--- config.mk ---
export PLATFORM = sky130hd
export DESIGN_NAME = rtc_bus_sequencer
export DESIGN_NICKNAME = d
export VERILOG_FILES = /design/src/rtl/rtc_bus_sequencer.sv
export SDC_FILE = /design/constraint.sdc
export NUM_CORES = 1
export LEC_CHECK = 0
export CORE_MARGIN = 2
export CORE_UTILIZATION = 50
export DETAILED_ROUTE_END_ITERATION = 10
export PLACE_DENSITY = 0.75
export SLEW_MARGIN = 30
export SYNTH_ARGS = -nofsm -noshare
export SYNTH_HDL_FRONTEND = slang
export SYNTH_SLANG_ARGS = --single-unit
export TNS_END_PERCENT = 100
--- constraint.sdc ---
create_clock -name Clk -period 12.51 [get_ports Clk]
set_clock_uncertainty 0.15 [all_clocks]
set_input_delay 3.753 -clock Clk [delete_from_list [all_inputs] [get_ports Clk]]
set_output_delay 3.753 -clock Clk [all_outputs]
set_load 0.01 [all_outputs]
--- src/rtl/rtc_bus_sequencer.sv ---
// Single timed transaction engine for the multiplexed RTC bus, shared between
// host register accesses and a periodic block-read refresh engine.
module rtc_bus_sequencer #(
    parameter int          T_ADDR       = 2,
    parameter int          T_HOLD       = 1,
    parameter int          T_DATA       = 3,
    parameter int          T_REC        = 2,
    parameter int          REFRESH_DIV  = 1000,
    parameter logic [7:0]  REFRESH_BASE = 8'h00,
    parameter int          N_REFRESH    = 9
) (
    input  logic       Clk,
    input  logic       Reset,
    input  logic       host_req,
    input  logic       host_rnw,
    input  logic [7:0] host_addr,
    input  logic [7:0] host_wdata,
    output logic       host_busy,
    output logic       host_done,
    output logic [7:0] host_rdata,
    input  logic       refresh_en,
    output logic       upd_valid,
    output logic [3:0] upd_index,
    output logic [7:0] upd_data,
    input  logic [7:0] bus_in,
    output logic [7:0] bus_out,
    output logic       bus_oe,
    output logic       AD,
    output logic       CS,
    output logic       RD,
    output logic       WR
);

    localparam int CW = (REFRESH_DIV > 2) ? $clog2(REFRESH_DIV) : 1;

    typedef enum logic [2:0] {IDLE, ADDR, HOLD, DATA, REC} state_t;

    state_t          state_q, state_d;
    logic [3:0]      cnt_q, cnt_d;
    logic            gnt_h, gnt_r;

    logic            hp_q, h_rnw_q, busy_q;
    logic [7:0]      h_addr_q, h_wdata_q;
    logic            rp_q, lg_q;
    logic [CW-1:0]   rcnt_q;
    logic [3:0]      idx_q;
    logic            tick;

    logic            own_q, own_d, rnw_q, rnw_d;
    logic [7:0]      addr_q, addr_d, wdata_q, wdata_d;
    logic [7:0]      smp_q;
    logic            done_q, uv_q;
    logic [7:0]      hrd_q, ud_q;
    logic [3:0]      ui_q;

    logic            ad_q, cs_q, rd_q, wr_q, oe_q;
    logic            ad_d, cs_d, rd_d, wr_d, oe_d;
    logic [7:0]      bo_q, bo_d;

    logic            last;
    assign last = (cnt_q == 4'd0);
    assign tick = refresh_en && (rcnt_q == CW'(REFRESH_DIV - 1));

    always_ff @(posedge Clk or posedge Reset) begin
        if (Reset) begin
            state_q <= IDLE;
            cnt_q   <= 4'd0;
        end else begin
            state_q <= state_d;
            cnt_q   <= cnt_d;
        end
    end

    // Arbitration only happens in IDLE; lg_q=1 means refresh was granted last.
    always_comb begin
        state_d = state_q;
        cnt_d   = cnt_q;
        gnt_h   = 1'b0;
        gnt_r   = 1'b0;
        case (state_q)
            IDLE: begin
                if (hp_q && (!rp_q || lg_q)) gnt_h = 1'b1;
                else if (rp_q)               gnt_r = 1'b1;
                if (gnt_h || gnt_r) begin
                    state_d = ADDR;
                    cnt_d   = 4'(T_ADDR - 1);
                end
            end
            ADDR: if (last) begin state_d = HOLD; cnt_d = 4'(T_HOLD - 1); end
                  else cnt_d = cnt_q - 4'd1;
            HOLD: if (last) begin state_d = DATA; cnt_d = 4'(T_DATA - 1); end
                  else cnt_d = cnt_q - 4'd1;
            DATA: if (last) begin state_d = REC;  cnt_d = 4'(T_REC - 1); end
                  else cnt_d = cnt_q - 4'd1;
            REC:  if (last) begin state_d = IDLE; cnt_d = 4'd0; end
                  else cnt_d = cnt_q - 4'd1;
            default: begin state_d = IDLE; cnt_d = 4'd0; end
        endcase
    end

    always_comb begin
        own_d   = own_q;
        rnw_d   = rnw_q;
        addr_d  = addr_q;
        wdata_d = wdata_q;
        if (gnt_h) begin
            own_d   = 1'b0;
            rnw_d   = h_rnw_q;
            addr_d  = h_addr_q;
            wdata_d = h_wdata_q;
        end else if (gnt_r) begin
            own_d   = 1'b1;
            rnw_d   = 1'b1;
            addr_d  = REFRESH_BASE + {4'h0, idx_q};
        end
    end

    // Pad outputs are decoded from the next state and registered, so strobes
    // change only on clock edges and line up with the state register.
    always_comb begin
        ad_d = 1'b1; cs_d = 1'b1; rd_d = 1'b1; wr_d = 1'b1;
        oe_d = 1'b0; bo_d = 8'h00;
        case (state_d)
            ADDR: begin cs_d = 1'b0; ad_d = 1'b0; oe_d = 1'b1; bo_d = addr_d; end
            HOLD: begin oe_d = 1'b1; bo_d = addr_d; end
            DATA: begin
                cs_d = 1'b0;
                if (rnw_d) rd_d = 1'b0;
                else begin wr_d = 1'b0; oe_d = 1'b1; bo_d = wdata_d; end
            end
            default: ;
        endcase
    end

    always_ff @(posedge Clk or posedge Reset) begin
        if (Reset) begin
            hp_q <= 1'b0; h_rnw_q <= 1'b0; h_addr_q <= 8'h00; h_wdata_q <= 8'h00;
            busy_q <= 1'b0;
            rp_q <= 1'b0; lg_q <= 1'b1; rcnt_q <= '0; idx_q <= 4'd0;
            own_q <= 1'b0; rnw_q <= 1'b0; addr_q <= 8'h00; wdata_q <= 8'h00;
            smp_q <= 8'h00;
            done_q <= 1'b0; hrd_q <= 8'h00;
            uv_q <= 1'b0; ui_q <= 4'd0; ud_q <= 8'h00;
            ad_q <= 1'b1; cs_q <= 1'b1; rd_q <= 1'b1; wr_q <= 1'b1;
            oe_q <= 1'b0; bo_q <= 8'h00;
        end else begin
            if (host_req && !busy_q) begin
                hp_q      <= 1'b1;
                h_rnw_q   <= host_rnw;
                h_addr_q  <= host_addr;
                h_wdata_q <= host_wdata;
            end else if (gnt_h) begin
                hp_q <= 1'b0;
            end

            if (done_q)                    busy_q <= 1'b0;
            else if (host_req && !busy_q)  busy_q <= 1'b1;

            if (refresh_en) rcnt_q <= tick ? '0 : rcnt_q + 1'b1;
            if (gnt_r)      rp_q <= 1'b0;
            else if (tick)  rp_q <= 1'b1;

            if (gnt_h) lg_q <= 1'b0;
            if (gnt_r) lg_q <= 1'b1;

            own_q <= own_d; rnw_q <= rnw_d; addr_q <= addr_d; wdata_q <= wdata_d;

            if (state_q == DATA && last) smp_q <= bus_in;

            done_q <= 1'b0;
            uv_q   <= 1'b0;
            if (state_q == REC && last) begin
                if (own_q) begin
                    uv_q  <= 1'b1;
                    ui_q  <= idx_q;
                    ud_q  <= smp_q;
                    idx_q <= (idx_q == 4'(N_REFRESH - 1)) ? 4'd0 : idx_q + 4'd1;
                end else begin
                    done_q <= 1'b1;
                    if (rnw_q) hrd_q <= smp_q;
                end
            end

            ad_q <= ad_d; cs_q <= cs_d; rd_q <= rd_d; wr_q <= wr_d;
            oe_q <= oe_d; bo_q <= bo_d;
        end
    end

    assign host_busy  = busy_q;
    assign host_done  = done_q;
    assign host_rdata = hrd_q;
    assign upd_valid  = uv_q;
    assign upd_index  = ui_q;
    assign upd_data   = ud_q;
    assign AD         = ad_q;
    assign CS         = cs_q;
    assign RD         = rd_q;
    assign WR         = wr_q;
    assign bus_oe     = oe_q;
    assign bus_out    = bo_q;

endmodule

==> key figures, run 1 <==
Outcome
  – Status: complete, no violations

Route
  – Drt first pass iters: 4
  – Total vias in the final route: around 2800
  – Antenna viol nets, final: 0
  – WL/cell: 14.66 µm
  – DRC errors left: 0
  – Drt total wl: a little under 8000 µm
  – DR vias/cell: roughly 5.3
  – First DRT Iteration DRCs: ~140

Worst setup path
  – Reg2Reg Depth: 4
  – Type of origin of the critical path: input port
  – CP Capture Type: flop
  – Worst reg2reg path endpoint: bus_out[2]
  – Register-to-register setup slack: ~10 ns
  – Signal arrival time at the worst endpoint: between 5 and 6 ns
  – Crit Reg-Reg Startpoint: state_q[0]
  – Chain of cells forming the critical path: clkdlybuf4s50_1, nand3_1, nor3_1, nor2_1, mux2_2
  – Standard cell with the maximum stage delay on the critical path: sky130_fd_sc_hd__nor3_1
  – Maximum cell stage delay along the critical path: ~0.67 ns
  – Largest driver fanout on the critical path: 8
  – Startpoint-to-endpoint class of the critical path: in2reg
  – Critical path data required time: 12.61 ns

Placement
  – IO Port Bufs: 64
  – Instance area after placement: around 5000 µm²
  – HPWL after detailed placement: ~5500 µm
  – Placer's final routability congestion estimate: about 0.84

Power
  – Leakage power figure: 2.392 nW
  – Worst vdd ir: around 0.00011 V
  – Power Dens Cells: approximately 210 nW/µm²
  – Post-route total power: 1.062 mW

Die
  – Chip Width: roughly 96 µm
  – Standard-cell row count: 33
  – Starting Density: between 50 and 60%
  – Placeable core region: approximately 8000 µm²
  – Die footprint: 9160 µm²
  – Height of the die: around 96 µm
  – I/O pin count: 65

Global route
  – Largest net degree at the start of global routing: 80
  – Vias in the first global route: about 2800
  – Antenna violations before repair: 0
  – First-pass GRT wire length: roughly 13000 µm
  – Overall overflow remaining after global route: 0
  – Overall track demand over capacity in global routing: 18.28%

Clocking
  – Cts hold-fix bufs: 0
  – TritonCTS Buffers: 9
  – Clock insertion delay at the later pin of the skew report: 0.36 ns
  – Clock-pin slew on the worst setup and hold paths: ~0.1 ns
  – TritonCTS clock tree: yes
  – Clock Sink Count: between 100 and 150
  – CTS H-Tree Depth: 3
  – Post-cts sizing count: 0
  – Total setup buffers inserted after CTS: 0
  – Number of buffers on the longest clock path: 2
  – Library cell used as clock root buffer: sky130_fd_sc_hd__clkbuf_8

STA
  – Worst slew slack as a fraction of its limit: ~46%
  – Achievable Freq: 184.5 MHz
  – Share of the clock period used by the worst path: between 40% and 50%
  – Count of final hold-check violations: 0
  – Setup Total Neg Slack: 0 ns
  – Slew at the pin closest to its max-slew limit: between 0.8 and 0.9 ns
  – Final-report setup violation count: 0
  – RSZ-0062 raised after global routing: no
  – Pins Over Slew Limit: 0
  – Post-layout minimum cycle time: 5.420 ns

Cells and area
  – Post-Layout Inst Area: between 5000 and 6000 µm²
  – Share of post-route cells with drive strength above 1: approximately 17%
  – N_diodes: 0
  – Layout net count: approximately 450
  – Number of fillers in the final layout: 660
  – Synth-to-layout area growth: 22.55%

Min path
  – End of the worst hold path: host_busy
  – Min-Delay Path Class: reg2reg
  – Hold path startpoint: host_done
  – Hold Crit Depth: 1

Yosys
  – Yosys cell types: slightly below 50
  – Cells taking the most area after synthesis: sky130_fd_sc_hd__dfrtp_1 (58%), sky130_fd_sc_hd__mux2_2 (9.4%), sky130_fd_sc_hd__nand2_1 (4.4%), sky130_fd_sc_hd__dfstp_2 (3.1%), sky130_fd_sc_hd__inv_1 (2.2%)
  – Fraction of registers with async set or reset after synthesis: 100.0%
  – Number of enable-type register cells in the synthesized netlist: 0
  – Cell count after synthesis: about 350
  – Mean instance size in the synthesized netlist: between 10 and 15 µm²
  – Post-Synthesis Cell Area: roughly 4200 µm²
  – Number of warnings issued by yosys: 0
  – Area share of the largest cell type after synthesis: approximately three fifths
  – Cell taking the most area after synthesis: sky130_fd_sc_hd__dfrtp_1
  – Net count after synthesis: approximately 380
  – Portion of the post-synthesis area used by sequential elements: 61.44%
  – Total of flip-flops plus latches after synthesis: slightly above 100
  – Predominant post-synthesis flop cell: sky130_fd_sc_hd__dfrtp_1

Run
  – Reported max-cap violation count: 0
-- flip-flops by register name, summed over array words and instances, names as in the netlist, 3 cells and up --
name        cells
cnt_q           4
upd_index       4
host_rdata      8
idx_q           4
h_addr_q        8
h_wdata_q       8
state_q         3
rcnt_q         10
addr_q          8
wdata_q         8
smp_q           8
bus_out         8
upd_data        8
-- cell usage after synthesis, drive strengths merged, types with 3 or more instances --
library cell / instances
and3: 3
nand3: 7
o22ai: 10
ha: 3
nor3: 6
a21oi: 11
o21ai: 12
a222oi: 4
dfstp: 5
dfrtp: 98
buf: 7
xnor2: 5
nand2: 50
xor2: 3
nor2: 23
mux2: 35
mux2i: 8
nand4: 3
nor2b: 3
clkbuf: 3
inv: 26
a22oi: 4
-- power breakdown --
part / leakage (nW) / internal (mW) / switching [mW] / total, mW
clock: 0.0968 / 0.0950 / 0.116 / 0.211
sequential: 1.32 / 0.444 / 0.0753 / 0.520
combinational: 0.979 / 0.169 / 0.163 / 0.332
-- routing by layer --
layer / vias up / part of all wire (%) / track usage [%]
met4: 0 / 2.5 / 8.333
met3: 18 / 2.8 / 3.132
li1: 1345 / - / -
met2: 42 / 52 / 30.24
met1: 1416 / 43 / 23.70
met5: - / 0 / 0
-- logic make-up after synthesis --
logic type               after synthesis  synth area share [%]
multiplexers                          43                 11.28
adder cells (fa/ha/maj)                4                 1.131
flip-flops                           103                 61.44
AND/OR/NAND/NOR                      106                 12.70
AO/OA/AOI/OAI                         52                 8.123
buffers and inverters                 36                 3.481
XOR/XNOR                               8                 1.845
-- through the flow --
stage                     util (%)  hold slack [ns]  std cells  worst slack (ns)
after global placement       60.50           0.2706        513             6.720
after detailed placement     60.50           0.2674        513             6.705
after global routing         63.04           0.2949        529             6.896
after floorplan                  -           0.2964        352             5.911
after CTS                    62.99           0.2807        529             7.072
final                        63.04           0.2764        529             7.090
-- cell type report --
| type | instances | area, µm² | area share [%] |
|---|---|---|---|
| repair buffers | 66 | 659.4 | 12.79 |
| inverters | 26 | 100.1 | 1.942 |
| clock inverters | 7 | 80.08 | 1.554 |
| clock buffers | 9 | 123.9 | 2.404 |
| well taps | 105 | 131.4 | 2.549 |
| multi-input cells | 213 | 1475 | 28.62 |
| flip-flops and latches | 103 | 2584 | 50.13 |
-- worst max-delay path: cells and delay by family --
kind                   cells  cell delay, ns
multiplexers               1            0.28
AND/OR/NAND/NOR            3            0.90
buffers and inverters      1            0.58
-- worst max-delay path by stage --
stage                     startpoint        end  cells after the start
after floorplan                Reset  addr_q[0]                      1
after global placement    refresh_en  rcnt_q[0]                      5
after detailed placement  refresh_en  rcnt_q[0]                      5
after CTS                 refresh_en  rcnt_q[0]                      5
after global routing      refresh_en  rcnt_q[0]                      5
final                     refresh_en  rcnt_q[0]                      5
-- placed cells by master, fill, tap and decap left out, types with 6 or more instances in the layout --
| cell | netlist | routed |
|---|---|---|
| sky130_fd_sc_hd__dfrtp_1 | 98 | 98 |
| sky130_fd_sc_hd__clkdlybuf4s50_1 | 0 | 64 |
| sky130_fd_sc_hd__nand2_1 | 49 | 49 |
| sky130_fd_sc_hd__mux2_2 | 35 | 35 |
| sky130_fd_sc_hd__inv_1 | 25 | 24 |
| sky130_fd_sc_hd__nor2_1 | 23 | 23 |
| sky130_fd_sc_hd__o21ai_0 | 12 | 12 |
| sky130_fd_sc_hd__a21oi_1 | 11 | 11 |
| sky130_fd_sc_hd__o22ai_1 | 10 | 10 |
| sky130_fd_sc_hd__clkbuf_8 | 0 | 9 |
| sky130_fd_sc_hd__mux2i_1 | 8 | 8 |
| sky130_fd_sc_hd__nand3_1 | 6 | 6 |
(Power assumes the default switching activity.)
==> run 2, diff against run 1 <==
CORE_UTILIZATION = 48   (was 50)
clock period = 4.8 ns   (was 12.51 ns; I/O delays follow)
==> run 2 against run 1 <==
Wire length rose by 0.75%; setup slack got worse by 5.4 ns; critical path type unchanged; highest routed layer unchanged; non-clock buffer count did not move.
==> key figures, run 2 (synthesis gave the netlist of run 1 again) <==
Cells and area
  – Most used cells in the layout excluding fill and tap cells: sky130_fd_sc_hd__dfrtp_1 (98), sky130_fd_sc_hd__clkdlybuf4s50_1 (64), sky130_fd_sc_hd__nand2_1 (49)
  – Layout net count: between 400 and 500
  – Post-Layout Inst Area: 5150 µm²
  – N_diodes: 0
  – Share of post-route cells with drive strength above 1: between 10% and 20%
  – Most common library cell in the layout ignoring fill and taps: sky130_fd_sc_hd__dfrtp_1
  – Max reg flops: 10
  – Synth-to-layout area growth: 22.46%
  – Biggest register: rcnt_q
  – Total area of multi-input combinational cells: 1475 µm²
  – Area taken by flip-flops and latches: ~2600 µm²
  – Number of fillers in the final layout: ~700

STA
  – RSZ-0062 raised after global routing: no
  – Post-layout minimum cycle time: between 3 and 4 ns
  – Achievable Freq: between 300 and 400 MHz
  – Final WS setup: about 1.7 ns
  – Final-report setup violation count: 0
  – Count of final hold-check violations: 0
  – Slew at the pin closest to its max-slew limit: 0.8365 ns
  – Hold WS: between 0.2 and 0.3 ns
  – Share of the clock period used by the worst path: 65.31%
  – Setup Total Neg Slack: 0 ns
  – Pins Over Slew Limit: 0
  – Worst slew slack as a fraction of its limit: 43.80%

Power
  – Seq pwr share: 49.6%
  – Switching power as a share of total power: 34.18%
  – Cell Int Power: ~1.8 mW
  – Post-route total power: about 2.7 mW
  – Logic pwr share: a little under a third
  – Switching power: a little over 0.9 mW
  – Leakage power figure: around 2.4 nW
  – Worst vdd ir: ~0.00025 V
  – Power Dens Cells: 530.7 nW/µm²
  – Clock group share of total power: a little under a fifth

Die
  – I/O pin count: 65
  – Starting Density: around half
  – Die footprint: between 9000 and 10000 µm²
  – Placeable core region: 8593 µm²
  – Chip Width: a little under 100 µm
  – Height of the die: 97.60 µm
  – Standard-cell row count: 34

Worst setup path
  – Type of origin of the critical path: input port
  – Startpoint-to-endpoint class of the critical path: in2reg
  – Crit path launch: refresh_en
  – Signal arrival time at the worst endpoint: 3.24 ns
  – CP Capture Type: flop
  – Crit Reg-Reg Startpoint: state_q[0]
  – Reg2Reg Depth: 4
  – Register-to-register setup slack: about 2.3 ns
  – Critical path data required time: 4.91 ns
  – Largest driver fanout on the critical path: 8
  – Crit path to: rcnt_q[0]
  – Worst reg2reg path endpoint: bus_out[3]

Route
  – Drt first pass iters: 5
  – DR vias/cell: between 5 and 6
  – DRC errors left: 0
  – WL/cell: 14.68 µm
  – Antenna viol nets, final: 0
  – Total vias in the final route: roughly 2800
  – First DRT Iteration DRCs: between 100 and 150
  – Drt total wl: between 7000 and 8000 µm

Global route
  – Vias in the first global route: around 2800
  – First-pass GRT wire length: roughly 13000 µm
  – Overall overflow remaining after global route: 0
  – Largest net degree at the start of global routing: 55
  – Overall track demand over capacity in global routing: 17.21%
  – Antenna violations before repair: 0

Clocking
  – Clock insertion delay at the later pin of the skew report: about 0.36 ns
  – Post-cts sizing count: 0
  – Library cell used as clock root buffer: sky130_fd_sc_hd__clkbuf_8
  – Total setup buffers inserted after CTS: 0
  – Number of buffers on the longest clock path: 2
  – Clock Sink Count: ~100
  – CTS H-Tree Depth: 3
  – Cts hold-fix bufs: 0
  – Clock-pin slew on the worst setup and hold paths: about 0.10 ns
  – TritonCTS clock tree: yes
  – TritonCTS Buffers: 9

Run
  – Reported max-cap violation count: 0

Outcome
  – Status: complete, no violations

Min path
  – Min-Delay Path Class: reg2reg

Placement
  – Placer's final routability congestion estimate: roughly 0.85
  – Instance area after placement: between 4000 and 5000 µm²
  – IO Port Bufs: 64
  – HPWL after detailed placement: ~5500 µm
  – Pre-CTS WS: around 1.2 ns
## run 2: worst min-delay path by stage
stage,end,start,depth (start not counted)
2_1_floorplan,wdata_q[0],wdata_q[0],2
3_3_place_gp,host_busy,host_done,1
3_5_place_dp,host_busy,host_done,1
4_1_cts,host_busy,host_done,1
5_1_grt,host_busy,host_done,1
6_report,host_busy,host_done,1
## run 2: layout make-up
class	instances	area share (%)
multi-input cells	213	28.64
flip-flops and latches	103	50.17
repair buffers	66	12.97
inverters	26	1.944
well taps	108	2.624
clock buffers	9	2.405
clock inverters	7	1.239
## run 2: layer usage
layer	vias up	wire length, µm	track usage, %
li1	1352	-	-
met1	1401	3487	22.45
met2	38	4006	28.97
met3	10	197	3.165
met4	0	119	6.197
met5	-	0	0
## run 2: power by group through the flow
stage	Combinational, mW	Sequential [mW]	Clock, mW
after floorplan	0.619	1.33	0
after global placement	0.842	1.36	0
after detailed placement	0.876	1.37	0
after CTS	0.878	1.36	0.527
after global routing	0.963	1.40	0.561
final	0.867	1.36	0.511
## run 2: worst max-delay path, stage by stage
cell	delay, ns
sky130_fd_sc_hd__clkdlybuf4s50_1	0.58
sky130_fd_sc_hd__nand3_1	0.15
sky130_fd_sc_hd__nor3_1	0.72
sky130_fd_sc_hd__nor2_1	0.07
sky130_fd_sc_hd__mux2_2	0.28
## run 2: metrics by stage
| step | utilization, % | instances |
|---|---|---|
| global placement | 57.75 | 516 |
| global route | 59.93 | 532 |
| CTS | 59.93 | 532 |
| detailed placement | 57.75 | 516 |
| floorplan | - | 352 |
| finish | 59.93 | 532 |
==> run 3, diff against run 2 <==
CORE_UTILIZATION = 50   (was 48)
clock period = 3 ns   (was 4.8 ns; I/O delays follow)
==> run 3 against run 2 <==
Via count up 0.14%; wire length up 1.2%; critical path depth down 4; register-to-register slack worse by 1.6 ns; sequential power up 60%; clock power up 90%; hold slack better by 0.0073 ns; die area down 3.8%; sequential share of layout area down 0.69 points; utilization up 3.9 points.
==> key figures, run 3 (synthesis gave the netlist of run 1 again) <==
STA
  – Final-report setup violation count: 0
  – Slew at the pin closest to its max-slew limit: roughly 0.53 ns
  – Share of the clock period used by the worst path: 81.92%
  – Setup Total Neg Slack: 0 ns
  – Pins Over Slew Limit: 0
  – Count of final hold-check violations: 0
  – Achievable Freq: 406.9 MHz
  – Post-layout minimum cycle time: roughly 2.5 ns
  – RSZ-0062 raised after global routing: no
  – Worst slew slack as a fraction of its limit: roughly 65%

Cells and area
  – Most common library cell in the layout ignoring fill and taps: sky130_fd_sc_hd__dfrtp_1
  – Layout net count: roughly 450
  – Share of post-route cells with drive strength above 1: 17.10%
  – N_diodes: 0
  – Max reg flops: 10
  – Biggest register: rcnt_q
  – Most used cells in the layout excluding fill and tap cells: sky130_fd_sc_hd__dfrtp_1 (98), sky130_fd_sc_hd__clkdlybuf4s50_1 (64), sky130_fd_sc_hd__nand2_1 (49)
  – Synth-to-layout area growth: 24.16%

Worst setup path
  – Maximum cell stage delay along the critical path: roughly 0.53 ns
  – Reg2Reg Depth: 5
  – Critical path data required time: a little under 2 ns
  – Kind of cell adding the most delay to the critical path: flip-flops
  – Signal arrival time at the worst endpoint: 1.41 ns
  – Startpoint-to-endpoint class of the critical path: reg2out
  – Standard cell with the maximum stage delay on the critical path: sky130_fd_sc_hd__dfstp_2
  – Type of origin of the critical path: flop
  – Worst path bufs/invs: 1
  – Chain of cells forming the critical path: clkdlybuf4s50_1
  – Largest driver fanout on the critical path: 1
  – CP Capture Type: primary output
  – Stages on the worst setup path: 1

Clocking
  – Total setup buffers inserted after CTS: 0
  – Clock Sink Count: 103
  – Cts hold-fix bufs: 0
  – Clock-pin slew on the worst setup and hold paths: about 0.10 ns
  – Library cell used as clock root buffer: sky130_fd_sc_hd__clkbuf_8
  – CTS H-Tree Depth: 3
  – Number of buffers on the longest clock path: 2
  – Post-cts sizing count: 0
  – TritonCTS Buffers: 9
  – TritonCTS clock tree: yes
  – Clock insertion delay at the later pin of the skew report: 0.36 ns

Global route
  – Vias in the first global route: about 2800
  – Overall overflow remaining after global route: 0
  – Antenna violations before repair: 0
  – Overall track demand over capacity in global routing: 19.14%
  – Largest net degree at the start of global routing: 51
  – First-pass GRT wire length: approximately 13000 µm

Power
  – Post-route total power: between 4 and 5 mW
  – Leakage power figure: roughly 2.4 nW
  – Worst vdd ir: roughly 0.00033 V
  – Power Dens Cells: roughly 870 nW/µm²

Min path
  – Hold Crit Depth: 1
  – Min-Delay Path Class: reg2reg

Outcome
  – Status: complete, no violations

Run
  – Reported max-cap violation count: 0

Route
  – Antenna viol nets, final: 0
  – WL/cell: ~15 µm
  – DRC errors left: 0
  – Drt first pass iters: 5
  – Drt total wl: between 7000 and 8000 µm
  – Total vias in the final route: approximately 2800
  – First DRT Iteration DRCs: 130
  – DR vias/cell: between 5 and 6

Die
  – Die footprint: 9160 µm²
  – Standard-cell row count: 33
  – Height of the die: 95.71 µm
  – Placeable core region: ~8200 µm²
  – Starting Density: roughly half
  – Chip Width: roughly 96 µm
  – I/O pin count: 65

Placement
  – Placer's final routability congestion estimate: roughly 0.82
  – HPWL after detailed placement: between 5000 and 6000 µm
  – IO Port Bufs: 64
## run 3: changes by cell type in the layout (fill, tap and decap cells not counted)
cell	before	now
sky130_fd_sc_hd__buf_4	1	3
sky130_fd_sc_hd__bufinv_16	0	2
sky130_fd_sc_hd__inv_6	1	3
sky130_fd_sc_hd__inv_8	2	0
sky130_fd_sc_hd__buf_12	1	2
sky130_fd_sc_hd__clkinv_4	2	1
sky130_fd_sc_hd__inv_4	1	0
## run 3: power by group
| part | switching, mW | leakage (nW) | internal (mW) |
|---|---|---|---|
| Sequential | 0.318 | 1.32 | 1.85 |
| Combinational | 0.683 | 0.998 | 0.713 |
| Clock | 0.491 | 0.111 | 0.480 |
## run 3: metrics by stage
stage / std cells / hold WS (ns) / setup slack, ns / utilization, % / area [µm²]
2_1_floorplan: 352 / 0.2964 / 0.7225 / - / 4209
3_3_place_gp: 516 / 0.2710 / 0.5090 / 61.10 / 4995
3_5_place_dp: 516 / 0.2834 / 0.4457 / 61.10 / 4995
4_1_cts: 532 / 0.2883 / 0.5157 / 63.87 / 5221
5_1_grt: 532 / 0.3103 / 0.4496 / 63.87 / 5221
6_report: 532 / 0.2833 / 0.5423 / 63.87 / 5221
## run 3: cell type report
type                    instances  area (µm²)
clock buffers                   9       123.9
clock inverters                 7       102.6
fillers                       624        2954
inverters                      26       101.3
multi-input cells             213        1475
flip-flops and latches        103        2584
well taps                     105       131.4
repair buffers                 69       703.2
## run 3: final timing paths
path	start	endpoint	slack [ns]
setup / recovery	AD	AD	0.54
hold / removal	host_done	host_busy	0.28
setup reg to reg	cnt_q[0]	idx_q[2]	0.65
hold reg to reg	host_done	host_busy	0.28
max in group asynchronous	Reset	CS	1.39
min in group asynchronous	Reset	host_rdata[1]	0.70
## run 3: per-layer routing
layer / up-vias / track usage [%] / part of all wire, %
met1: 1388 / 26.70 / 44
met4: 0 / 7.024 / 1.4
met2: 54 / 29.78 / 51
met5: - / 0 / 0
met3: 9 / 4.072 / 3.4
li1: 1354 / - / -
